File: src/rtl/core_pkg.sv
// -----------------------------------------------------------------------------
// core_pkg
// Shared definitions for the instruction prefetch queue: controller state
// encoding, default parameter values and a counter-width helper.
// -----------------------------------------------------------------------------
package core_pkg;

  // Controller states of the prefetch queue
  typedef enum logic [1:0] {
    ST_INIT  = 2'd0,
    ST_FETCH = 2'd1,
    ST_DRAIN = 2'd2
  } pq_state_e;

  localparam int          DEF_ADDR_W   = 16;
  localparam int          DEF_INST_W   = 16;
  localparam int          DEF_DEPTH    = 4;
  localparam int unsigned DEF_RESET_PC = 32'd0;

  // Occupancy / in-flight counters must be able to hold the value DEPTH itself
  function automatic int cnt_width(input int depth);
    return $clog2(depth) + 1;
  endfunction

endpackage

File: src/rtl/fetch_fifo.sv
// -----------------------------------------------------------------------------
// fetch_fifo
// Parametrised FIFO storage for the prefetch queue. Head entry is presented
// directly from storage (first-word fall-through on the registered array).
//
// Ports:
//   clk, reset     rising-edge clock, synchronous active-high reset
//   i_flush        empty the FIFO (priority over push/pop)
//   i_push         write i_push_data at the tail
//   i_push_data    entry to store
//   i_pop          drop the head entry
//   o_head_data    current head entry
//   o_count        number of stored entries (0..DEPTH)
// -----------------------------------------------------------------------------
module fetch_fifo
  import core_pkg::*;
#(
  parameter int WIDTH = 32,
  parameter int DEPTH = DEF_DEPTH,
  parameter int CNT_W = cnt_width(DEPTH)
) (
  input  logic             clk,
  input  logic             reset,
  input  logic             i_flush,
  input  logic             i_push,
  input  logic [WIDTH-1:0] i_push_data,
  input  logic             i_pop,
  output logic [WIDTH-1:0] o_head_data,
  output logic [CNT_W-1:0] o_count
);

  localparam int PTR_W = $clog2(DEPTH);

  logic [WIDTH-1:0] r_mem [DEPTH];
  logic [PTR_W-1:0] r_wr_ptr;
  logic [PTR_W-1:0] r_rd_ptr;
  logic [CNT_W-1:0] r_count;
  logic             w_do_push;
  logic             w_do_pop;

  // A push into a full FIFO is only legal when the head leaves in the same cycle
  assign w_do_pop  = i_pop && (r_count != {CNT_W{1'b0}});
  assign w_do_push = i_push && ((r_count != CNT_W'(DEPTH)) || w_do_pop);

  assign o_head_data = r_mem[r_rd_ptr];
  assign o_count     = r_count;

  // Storage, pointers and occupancy; DEPTH is a power of two so pointers wrap naturally
  always_ff @(posedge clk) begin
    if (reset) begin
      r_wr_ptr <= {PTR_W{1'b0}};
      r_rd_ptr <= {PTR_W{1'b0}};
      r_count  <= {CNT_W{1'b0}};
      for (int i = 0; i < DEPTH; i++) begin
        r_mem[i] <= {WIDTH{1'b0}};
      end
    end else if (i_flush) begin
      r_wr_ptr <= {PTR_W{1'b0}};
      r_rd_ptr <= {PTR_W{1'b0}};
      r_count  <= {CNT_W{1'b0}};
    end else begin
      if (w_do_push) begin
        r_mem[r_wr_ptr] <= i_push_data;
        r_wr_ptr        <= r_wr_ptr + PTR_W'(1'b1);
      end
      if (w_do_pop) begin
        r_rd_ptr <= r_rd_ptr + PTR_W'(1'b1);
      end
      r_count <= r_count + CNT_W'(w_do_push) - CNT_W'(w_do_pop);
    end
  end

endmodule

File: src/rtl/prefetch_queue.sv
// -----------------------------------------------------------------------------
// prefetch_queue
// Sequential word-addressed instruction prefetcher with redirect support.
// Issues fetch requests while (stored + in-flight) < DEPTH, buffers responses
// with their next-PC in fetch_fifo and hands them to decode in order.
//
// Build option: define PREFETCH_BYPASS_EN to let a response that arrives while
// the queue is empty appear on inst_if/npc_if in the same cycle. Without it a
// response becomes visible the cycle after it arrives.
//
// Ports:
//   clk, reset       rising-edge clock, synchronous active-high reset
//   target/target_en redirect address and strobe (flushes queue)
//   mem_req/mem_gnt  fetch request handshake, to_mem_addr = word address
//   mem_rvalid       in-order response strobe, from_mem_data = response word
//   inst_valid/inst_ready  decode handshake
//   inst_if, npc_if  head instruction word and its address plus one
// -----------------------------------------------------------------------------
module prefetch_queue
  import core_pkg::*;
#(
  parameter int                ADDR_W   = DEF_ADDR_W,
  parameter int                INST_W   = DEF_INST_W,
  parameter int                DEPTH    = DEF_DEPTH,
  parameter logic [ADDR_W-1:0] RESET_PC = ADDR_W'(DEF_RESET_PC)
) (
  input  logic              clk,
  input  logic              reset,
  input  logic [ADDR_W-1:0] target,
  input  logic              target_en,
  output logic              mem_req,
  input  logic              mem_gnt,
  output logic [ADDR_W-1:0] to_mem_addr,
  input  logic              mem_rvalid,
  input  logic [INST_W-1:0] from_mem_data,
  output logic              inst_valid,
  input  logic              inst_ready,
  output logic [INST_W-1:0] inst_if,
  output logic [ADDR_W-1:0] npc_if
);

  localparam int               CNT_W    = cnt_width(DEPTH);
  localparam logic [CNT_W-1:0] CNT_ZERO = {CNT_W{1'b0}};
  localparam logic [CNT_W:0]   DEPTH_W  = (CNT_W + 1)'(DEPTH);

  pq_state_e                r_state;
  pq_state_e                w_state_next;
  logic [ADDR_W-1:0]        r_pc;
  logic [ADDR_W-1:0]        w_pc_next;
  logic [CNT_W-1:0]         r_in_flight;
  logic [CNT_W-1:0]         w_in_flight_next;
  logic                     r_mem_req;
  logic                     w_mem_req_next;
  logic                     w_grant;
  logic                     w_rsp;
  logic                     w_push;
  logic                     w_pop;
  logic                     w_flush;
  logic                     w_bypass;
  logic                     w_inst_valid;
  logic [CNT_W-1:0]         w_count;
  logic [CNT_W-1:0]         w_count_next;
  logic [ADDR_W-1:0]        w_rsp_npc;
  logic [ADDR_W+INST_W-1:0] w_head;

  assign w_grant = r_mem_req && mem_gnt;

  // A response only counts against an outstanding request; INIT ignores leftovers
  assign w_rsp = mem_rvalid && (r_in_flight != CNT_ZERO) && (r_state != ST_INIT);

  // Requests are sequential and in order, so the oldest outstanding address is pc - in_flight
  assign w_rsp_npc = r_pc - ADDR_W'(r_in_flight) + ADDR_W'(1'b1);

`ifdef PREFETCH_BYPASS_EN
  assign w_bypass = (r_state == ST_FETCH) && w_rsp && (w_count == CNT_ZERO) && !target_en;
`else
  assign w_bypass = 1'b0;
`endif

  assign w_inst_valid = (w_count != CNT_ZERO) || w_bypass;
  assign w_flush      = target_en;
  // Redirect wins over pop and push; a bypassed word consumed directly is never stored
  assign w_pop        = w_inst_valid && inst_ready && !target_en && !w_bypass;
  assign w_push       = (r_state == ST_FETCH) && w_rsp && !target_en && !(w_bypass && inst_ready);
  assign w_count_next = w_flush ? CNT_ZERO
                                : (w_count + CNT_W'(w_push) - CNT_W'(w_pop));

  fetch_fifo #(
    .WIDTH (ADDR_W + INST_W),
    .DEPTH (DEPTH),
    .CNT_W (CNT_W)
  ) u_fifo (
    .clk         (clk),
    .reset       (reset),
    .i_flush     (w_flush),
    .i_push      (w_push),
    .i_push_data ({w_rsp_npc, from_mem_data}),
    .i_pop       (w_pop),
    .o_head_data (w_head),
    .o_count     (w_count)
  );

  assign mem_req     = r_mem_req;
  assign to_mem_addr = r_pc;
  assign inst_valid  = w_inst_valid;
  assign inst_if     = w_bypass ? from_mem_data : w_head[INST_W-1:0];
  assign npc_if      = w_bypass ? w_rsp_npc     : w_head[ADDR_W+INST_W-1:INST_W];

  // Next-state, next-pc, in-flight accounting and the registered request strobe
  always_comb begin
    w_state_next     = r_state;
    w_pc_next        = r_pc;
    w_in_flight_next = r_in_flight + CNT_W'(w_grant) - CNT_W'(w_rsp);
    case (r_state)
      ST_INIT: begin
        w_state_next = ST_FETCH;
        if (target_en) begin
          w_pc_next = target;
        end else begin
          w_pc_next = r_pc;
        end
      end
      ST_FETCH: begin
        if (target_en) begin
          // A grant in this cycle is already counted in w_in_flight_next and will be drained
          w_pc_next = target;
          if (w_in_flight_next != CNT_ZERO) begin
            w_state_next = ST_DRAIN;
          end else begin
            w_state_next = ST_FETCH;
          end
        end else if (w_grant) begin
          w_pc_next = r_pc + ADDR_W'(1'b1);
        end else begin
          w_pc_next = r_pc;
        end
      end
      ST_DRAIN: begin
        if (target_en) begin
          w_pc_next = target;
        end else begin
          w_pc_next = r_pc;
        end
        if (w_in_flight_next == CNT_ZERO) begin
          w_state_next = ST_FETCH;
        end else begin
          w_state_next = ST_DRAIN;
        end
      end
      default: begin
        w_state_next = ST_INIT;
      end
    endcase
    w_mem_req_next = (w_state_next == ST_FETCH) &&
                     (({1'b0, w_count_next} + {1'b0, w_in_flight_next}) < DEPTH_W);
  end

  // Control registers
  always_ff @(posedge clk) begin
    if (reset) begin
      r_state     <= ST_INIT;
      r_pc        <= RESET_PC;
      r_in_flight <= CNT_ZERO;
      r_mem_req   <= 1'b0;
    end else begin
      r_state     <= w_state_next;
      r_pc        <= w_pc_next;
      r_in_flight <= w_in_flight_next;
      r_mem_req   <= w_mem_req_next;
    end
  end

endmodule

File: config.mk
export PLATFORM = sky130hd
export DESIGN_NAME = prefetch_queue
export DESIGN_NICKNAME = d
export VERILOG_FILES = /design/src/rtl/core_pkg.sv /design/src/rtl/fetch_fifo.sv /design/src/rtl/prefetch_queue.sv
export SDC_FILE = /design/constraint.sdc
export NUM_CORES = 1
export LEC_CHECK = 0
export CAP_MARGIN = 20
export CORE_UTILIZATION = 51
export DETAILED_ROUTE_END_ITERATION = 12
export HOLD_SLACK_MARGIN = 0.03
export PLACE_DENSITY = 0.73
export SLEW_MARGIN = 5
export SYNTH_ARGS = -nofsm -noshare
export SYNTH_HDL_FRONTEND = slang
export SYNTH_HIERARCHICAL = 1
export SYNTH_SLANG_ARGS = --single-unit
File: constraint.sdc
create_clock -name clk -period 8.5 [get_ports clk]
set_clock_uncertainty 0.05 [all_clocks]
set_input_delay 2.125 -clock clk [delete_from_list [all_inputs] [get_ports clk]]
set_output_delay 2.125 -clock clk [all_outputs]
set_load 0.005 [all_outputs]
==> metrics.md, run 1 <==
| Metric | Value |
|---|---|
| Inserted Clock Buffers | 17 |
| Sequential cell area | 4470 um2 |
| Pin count of the biggest net entering global routing | 35 |
| Number of storage elements in the synthesis netlist | 159 |
| Syn nets | 748 |
| Most area-consuming cells after synthesis | edfxtp_1, and2_1, mux4_2 |
| Crit path kind | in -> reg |
| Wirelength per Cell | 17.8 um |
| Status | complete, no violations |
| # Max-Cap Violations | 0 |
| Clock root buffer master | clkbuf_16 |
| Horizontal die dimension | 130 um |
| Detailed Route WL | 17500 um |
| Hold-fix buffers, CTS | 0 |
| Clock slew seen by the registers of the worst setup and hold paths | 60 ps |
| Final-report hold violation count | 0 |
| Count of synthesis-stage warnings from yosys | 6 |
| Primary FF master, synth | edfxtp_1 |
| Post-detail-place hpwl | 11000 um |
| Required time worst endpoint | 8490 ps |
| Setup repair after global routing missed its margin | false |
| Post-route cell area | 10100 um2 |
| ANT nets after route | 0 |
| Share of the synthesized area in the top cell type | 46.0% |
| Top-level port count | 88 |
| Net count reported at finish | 831 |
| PwrDens | 233 nW/um2 |
| Worst hold slack after final layout | 483 ps |
| WP data arrival | 5340 ps |
| Highest achievable clock rate | 187 MHz |
| Slowest CP cell | or2_2 |
| Highest-count cells in the layout ignoring fill and taps | and2_1, edfxtp_1, clkdlybuf4s50_1 |
| Top delay family on crit path | simple AND/OR/NAND/NOR gates |
| Iteration count of the initial detailed-routing pass | 5 |
| Routability-driven placement congestion ratio | 0.848 |
| Clock latency on the worst-skew pair | 420 ps |
| Clock Path Buffers | 2 |
| Minimum setup slack among reg-to-reg paths | 5030 ps |
| Vias in the first global route | 5528 |
| Worst path buffer plus inverter count | 2 |
| Total negative slack | 0 ps |
| Yosys top cell by area | edfxtp_1 |
| ANT cells | 0 |
| Average instance area after synthesis | 12.5 um2 |
| Global-route wire length before repair | 28100 um |
| Vertical extent of the die | 130 um |
| Proportion of synthesized flip-flops having asynchronous set or reset | 0% |
| Gate count after technology mapping | 669 |
| Kind of start point of the critical path | input port |
| Count of fill cells added during filler insertion | 1203 |
| CP endpoint kind | register |
| Max incr delay on CP | 750 ps |
| Share of final-layout standard cells stronger than drive strength 1 | 11.6% |
| Effective utilization at floorplan | 52.4% |
| DP Area | 9430 um2 |
| Static Leak | 3.81 nW |
| H-tree depth | 4 |
| All-layer global routing usage | 22.1% |
| Final Max Slew Viols | 0 |
| Post-CTS setup repair buffer count | 0 |
| DR vias/cell | 5.58 |
| Count of buffers from port buffering | 87 |
| Core Box Area | 15900 um2 |
| Worst-path fanout max | 34 |
| Synth unique cells | 69 |
| DRC viols | 0 |
| Quantity of gates resized following cts | 0 |
| Final number of setup-violating endpoints | 0 |
| Num rows | 46 |
| Remaining Overflow, GRT | 0 |
| Worst relative slew slack | 30.8% |
| Number of enable flip-flop cells after synthesis | 128 |
| Post-synth design cell area | 8360 um2 |
| Routed vias | 5477 |
| Number of antenna violations at the first check in global routing | 0 |
| Area enclosed by the die boundary | 16900 um2 |
| Min-Delay Path Class | reg -> reg |
| Cells along the critical path | clkdlybuf4s50_1 -> nand2b_1 -> nor4_1 -> nand2_1 -> nor4_4 -> buf_4 -> or2_2 |
| DRC marker count from the first detailed-route iteration | 377 |
| Area Overhead vs Synth | 20.3% |
| CTS tree | built |
| Multi-input combinational cell area | 3620 um2 |
| Least-Margin Pin Slew | 1040 ps |
| Worst voltage drop across the vdd grid | 0.000162 V |
| Clock sink count | 159 |
| Period Utilization, post-route | 62.9% |
| Sequential fraction of the synthesis area | 53.4% |
| Period minus WS final | 5350 ps |
[kinds of logic (layout without fill, tap and decap cells)]
family	after synthesis	in the layout	share of synthesized area, %
flip-flops	159	159	53.4
XOR/XNOR	12	12	1.44
adder cells (fa/ha/maj)	41	41	6.50
AND/OR/NAND/NOR	259	259	18.2
buffers and inverters	69	165	3.61
AO/OA/AOI/OAI	95	95	7.96
multiplexers	34	34	8.86
[registers in the layout, indices dropped and copies added (netlist names), named ones only]
signal,cells
u_fifo/r_mem,128
to_mem_addr,16
r_in_flight,3
u_fifo/o_count,3
u_fifo/r_rd_ptr,2
u_fifo/r_wr_ptr,2
mem_req,1
r_state,2
[where the power goes]
group	switching [mW]	internal [mW]
logic	0.360	0.280
clock network	0.305	0.463
registers	0.0484	0.891
[path summary, 6_finish.rpt]
kind	from	endpoint	depth (start not counted)
worst min-delay path	u_fifo/r_rd_ptr[1]	register	2
worst max-delay path	target_en	u_fifo/r_mem[1][0]	7
worst min register to register	u_fifo/r_rd_ptr[1]	register	2
worst max register to register	u_fifo/o_count[1]	u_fifo/o_count[2]	12
[layout make-up]
type	count	share of cell area, %
Timing Repair Buffer	98	9.68
Sequential cell	159	44.4
Clock buffer	19	4.31
Inverter	35	1.31
Tap cell	216	2.69
Multi-Input combinational cell	441	36.0
Clock inverter	13	1.61
[metrics by stage]
step | cells | total power [mW] | worst slack, ps | util [%]
after floorplan | 669 | 1.38 | 3350 | -
after global placement | 947 | 1.56 | 2270 | 59.1
after detailed placement | 947 | 1.59 | 2150 | 59.1
after CTS | 979 | 2.35 | 2570 | 62.9
after global routing | 981 | 2.46 | 2840 | 63.1
final | 981 | 2.35 | 3150 | 63.1
[synthesized netlist by cell type (5+ instances only)]
library cell,instances
o21ai_0,12
o32ai_1,7
xnor2_1,9
clkbuf_2,12
clkbuf_1,9
and4_1,5
a21oi_1,24
mux4_2,32
a21o_1,7
buf_2,10
dfxtp_1,31
nor2b_1,5
inv_1,35
and3_1,6
ha_1,37
nor3_1,8
nor2_1,38
edfxtp_1,128
and2_1,128
nand2_1,26
nand3_1,11
[layer usage]
metal / up-vias / global-route usage [%] / wire length, um
met4: 0 / 6.36 / 153
met3: 15 / 3.90 / 675
met5: - / 0 / 0
li1: 2622 / - / -
met2: 150 / 37.5 / 8820
met1: 2690 / 29.1 / 7850
[worst min-delay path, stage by stage (launching register included)]
cell     delay (ps)
dfxtp_1         330
xor2_1           60
nor2_1          100
No activity file was read; power rests on OpenSTA's default activity.
==> run 2, diff against run 1 <==
==> constraint.sdc (replaced) <==
create_clock -name clk -period 5.5 [get_ports clk]
set_clock_uncertainty 0.05 [all_clocks]
set_input_delay 1.375 -clock clk [delete_from_list [all_inputs] [get_ports clk]]
set_output_delay 1.375 -clock clk [all_outputs]
set_load 0.005 [all_outputs]
==> run 2 against run 1 <==
  * Critical path type unchanged
  * Die area is the same
  * Sequential share of layout area up 0.36 points
  * Highest routed layer unchanged
  * Sequential power increased by 54%
  * Design area is 0.80% lower
  * Global-route usage is 0.14 points higher
  * Flip-flop and latch count is the same
  * Worst setup slack lost 2000 ps
  * Count of clock-buffer cells in the layout is the same
==> metrics.md, run 2 (synthesis gave the netlist of run 1 again) <==
| Metric | Value |
|---|---|
| Net count reported at finish | 832 |
| Clock Power Share | 30.5% |
| ANT nets after route | 0 |
| CP endpoint kind | register |
| All-layer global routing usage | 22.2% |
| DRC marker count from the first detailed-route iteration | 351 |
| Biggest register | u_fifo/r_mem |
| Post-Route Utilization | 62.6% |
| Period Utilization, post-route | 78.8% |
| Number of flip-flops under the largest register name | 128 |
| Kind of start point of the critical path | input port |
| Clock latency on the worst-skew pair | 420 ps |
| Pin count of the biggest net entering global routing | 34 |
| Worst-path fanout max | 32 |
| Number of antenna violations at the first check in global routing | 0 |
| Effective utilization at floorplan | 52.4% |
| Hold-fix buffers, CTS | 0 |
| Post-route cell area | 9980 um2 |
| Area Overhead vs Synth | 19.4% |
| Required time worst endpoint | 5510 ps |
| Share of power burned in combinational logic | 28.2% |
| Area enclosed by the die boundary | 16900 um2 |
| Switching portion of total power | 31.2% |
| Final number of setup-violating endpoints | 0 |
| Total internal power | 2.42 mW |
| Clock Path Buffers | 2 |
| DRC viols | 0 |
| Static Leak | 3.78 nW |
| Post-CTS setup repair buffer count | 0 |
| Iteration count of the initial detailed-routing pass | 5 |
| Final-report hold violation count | 0 |
| CTS tree | built |
| Status | complete, no violations |
| Quantity of gates resized following cts | 0 |
| Period minus WS final | 4330 ps |
| Routability-driven placement congestion ratio | 0.818 |
| Top-level port count | 88 |
| DP Area | 9450 um2 |
| Crit path kind | in -> reg |
| Horizontal die dimension | 130 um |
| Final Max Slew Viols | 0 |
| Share of final-layout standard cells stronger than drive strength 1 | 11.4% |
| Worst voltage drop across the vdd grid | 0.000175 V |
| H-tree depth | 4 |
| Inserted Clock Buffers | 17 |
| Vias in the first global route | 5546 |
| Post-detail-place hpwl | 11300 um |
| Least-Margin Pin Slew | 1020 ps |
| Sequential share of power | 41.3% |
| DR vias/cell | 5.61 |
| Setup repair after global routing missed its margin | false |
| Min-Delay Path Class | reg -> reg |
| Core Box Area | 15900 um2 |
| Clock sink count | 159 |
| Routed vias | 5497 |
| Global-route wire length before repair | 28000 um |
| Clock root buffer master | clkbuf_16 |
| Clock slew seen by the registers of the worst setup and hold paths | 60 ps |
| Count of buffers from port buffering | 87 |
| Wirelength per Cell | 18.1 um |
| Worst relative slew slack | 31.5% |
| Vertical extent of the die | 130 um |
| WP data arrival | 4340 ps |
| PwrDens | 352 nW/um2 |
| ANT cells | 0 |
| # Max-Cap Violations | 0 |
| Num rows | 46 |
| Remaining Overflow, GRT | 0 |
| Highest-count cells in the layout ignoring fill and taps | and2_1, edfxtp_1, clkdlybuf4s50_1 |
| Switching pwr | 1.10 mW |
| Count of fill cells added during filler insertion | 1224 |
| Detailed Route WL | 17700 um |
| Total negative slack | 0 ps |
| Highest achievable clock rate | 231 MHz |
-- run 2: cell types whose count changed in the layout (fill, tap and decap cells not counted), sizes merged --
cell,before,now
clkinv,4,7
clkinvlp,3,2
buf,11,12
inv,38,36
bufinv,3,1
-- run 2: worst max-delay path: stages --
cell and delay (ps):
clkdlybuf4s50_1 630, nand2b_1 270, nor4_1 630, inv_1 340, nor3_1 490, a21o_1 190
buf_4 410
-- run 2: cell type report --
type,instances,area [um2],share of cell area [%]
Sequential cell,159,4470,44.8
Inverter,35,131,1.32
Clock inverter,11,93.8,0.941
Clock buffer,19,433,4.34
Tap cell,216,270,2.71
Timing Repair Buffer,99,961,9.63
Multi-Input combinational cell,441,3620,36.3
-- run 2: power groups by stage --
stage,Combinational [mW],Clock [mW],Sequential [mW]
after floorplan,0.688,0,1.45
after global placement,0.936,0,1.47
after detailed placement,0.975,0,1.48
after CTS,0.985,1.09,1.45
after global routing,1.10,1.14,1.46
final,0.990,1.07,1.45
-- run 2: path summary, 6_finish.rpt --
check                           slack [ps]                  end                from  depth (start not counted)
worst max register to register        2300  u_fifo/r_mem[0][24]          r_state[0]                          6
worst min register to register         490   u_fifo/r_rd_ptr[1]  u_fifo/r_rd_ptr[1]                          2
worst min-delay path                   490   u_fifo/r_rd_ptr[1]  u_fifo/r_rd_ptr[1]                          2
worst max-delay path                  1170  u_fifo/r_mem[0][24]           target_en                          7
-- run 2: per-layer routing --
layer | share of wire, % | global-route usage [%]
met4 | 0.90 | 6.36
met2 | 51 | 38.6
met5 | 0 | 0
met1 | 43 | 28.0
met3 | 4.9 | 4.84
-- run 2: stage by stage --
stage | hold slack, ps | std cells | power (mW) | setup slack, ps
2_1_floorplan | 435 | 669 | 2.14 | 1100
3_3_place_gp | 469 | 950 | 2.41 | 977
3_5_place_dp | 467 | 950 | 2.45 | 828
4_1_cts | 489 | 980 | 3.53 | 1230
5_1_grt | 519 | 980 | 3.70 | 936
6_report | 486 | 980 | 3.52 | 1170
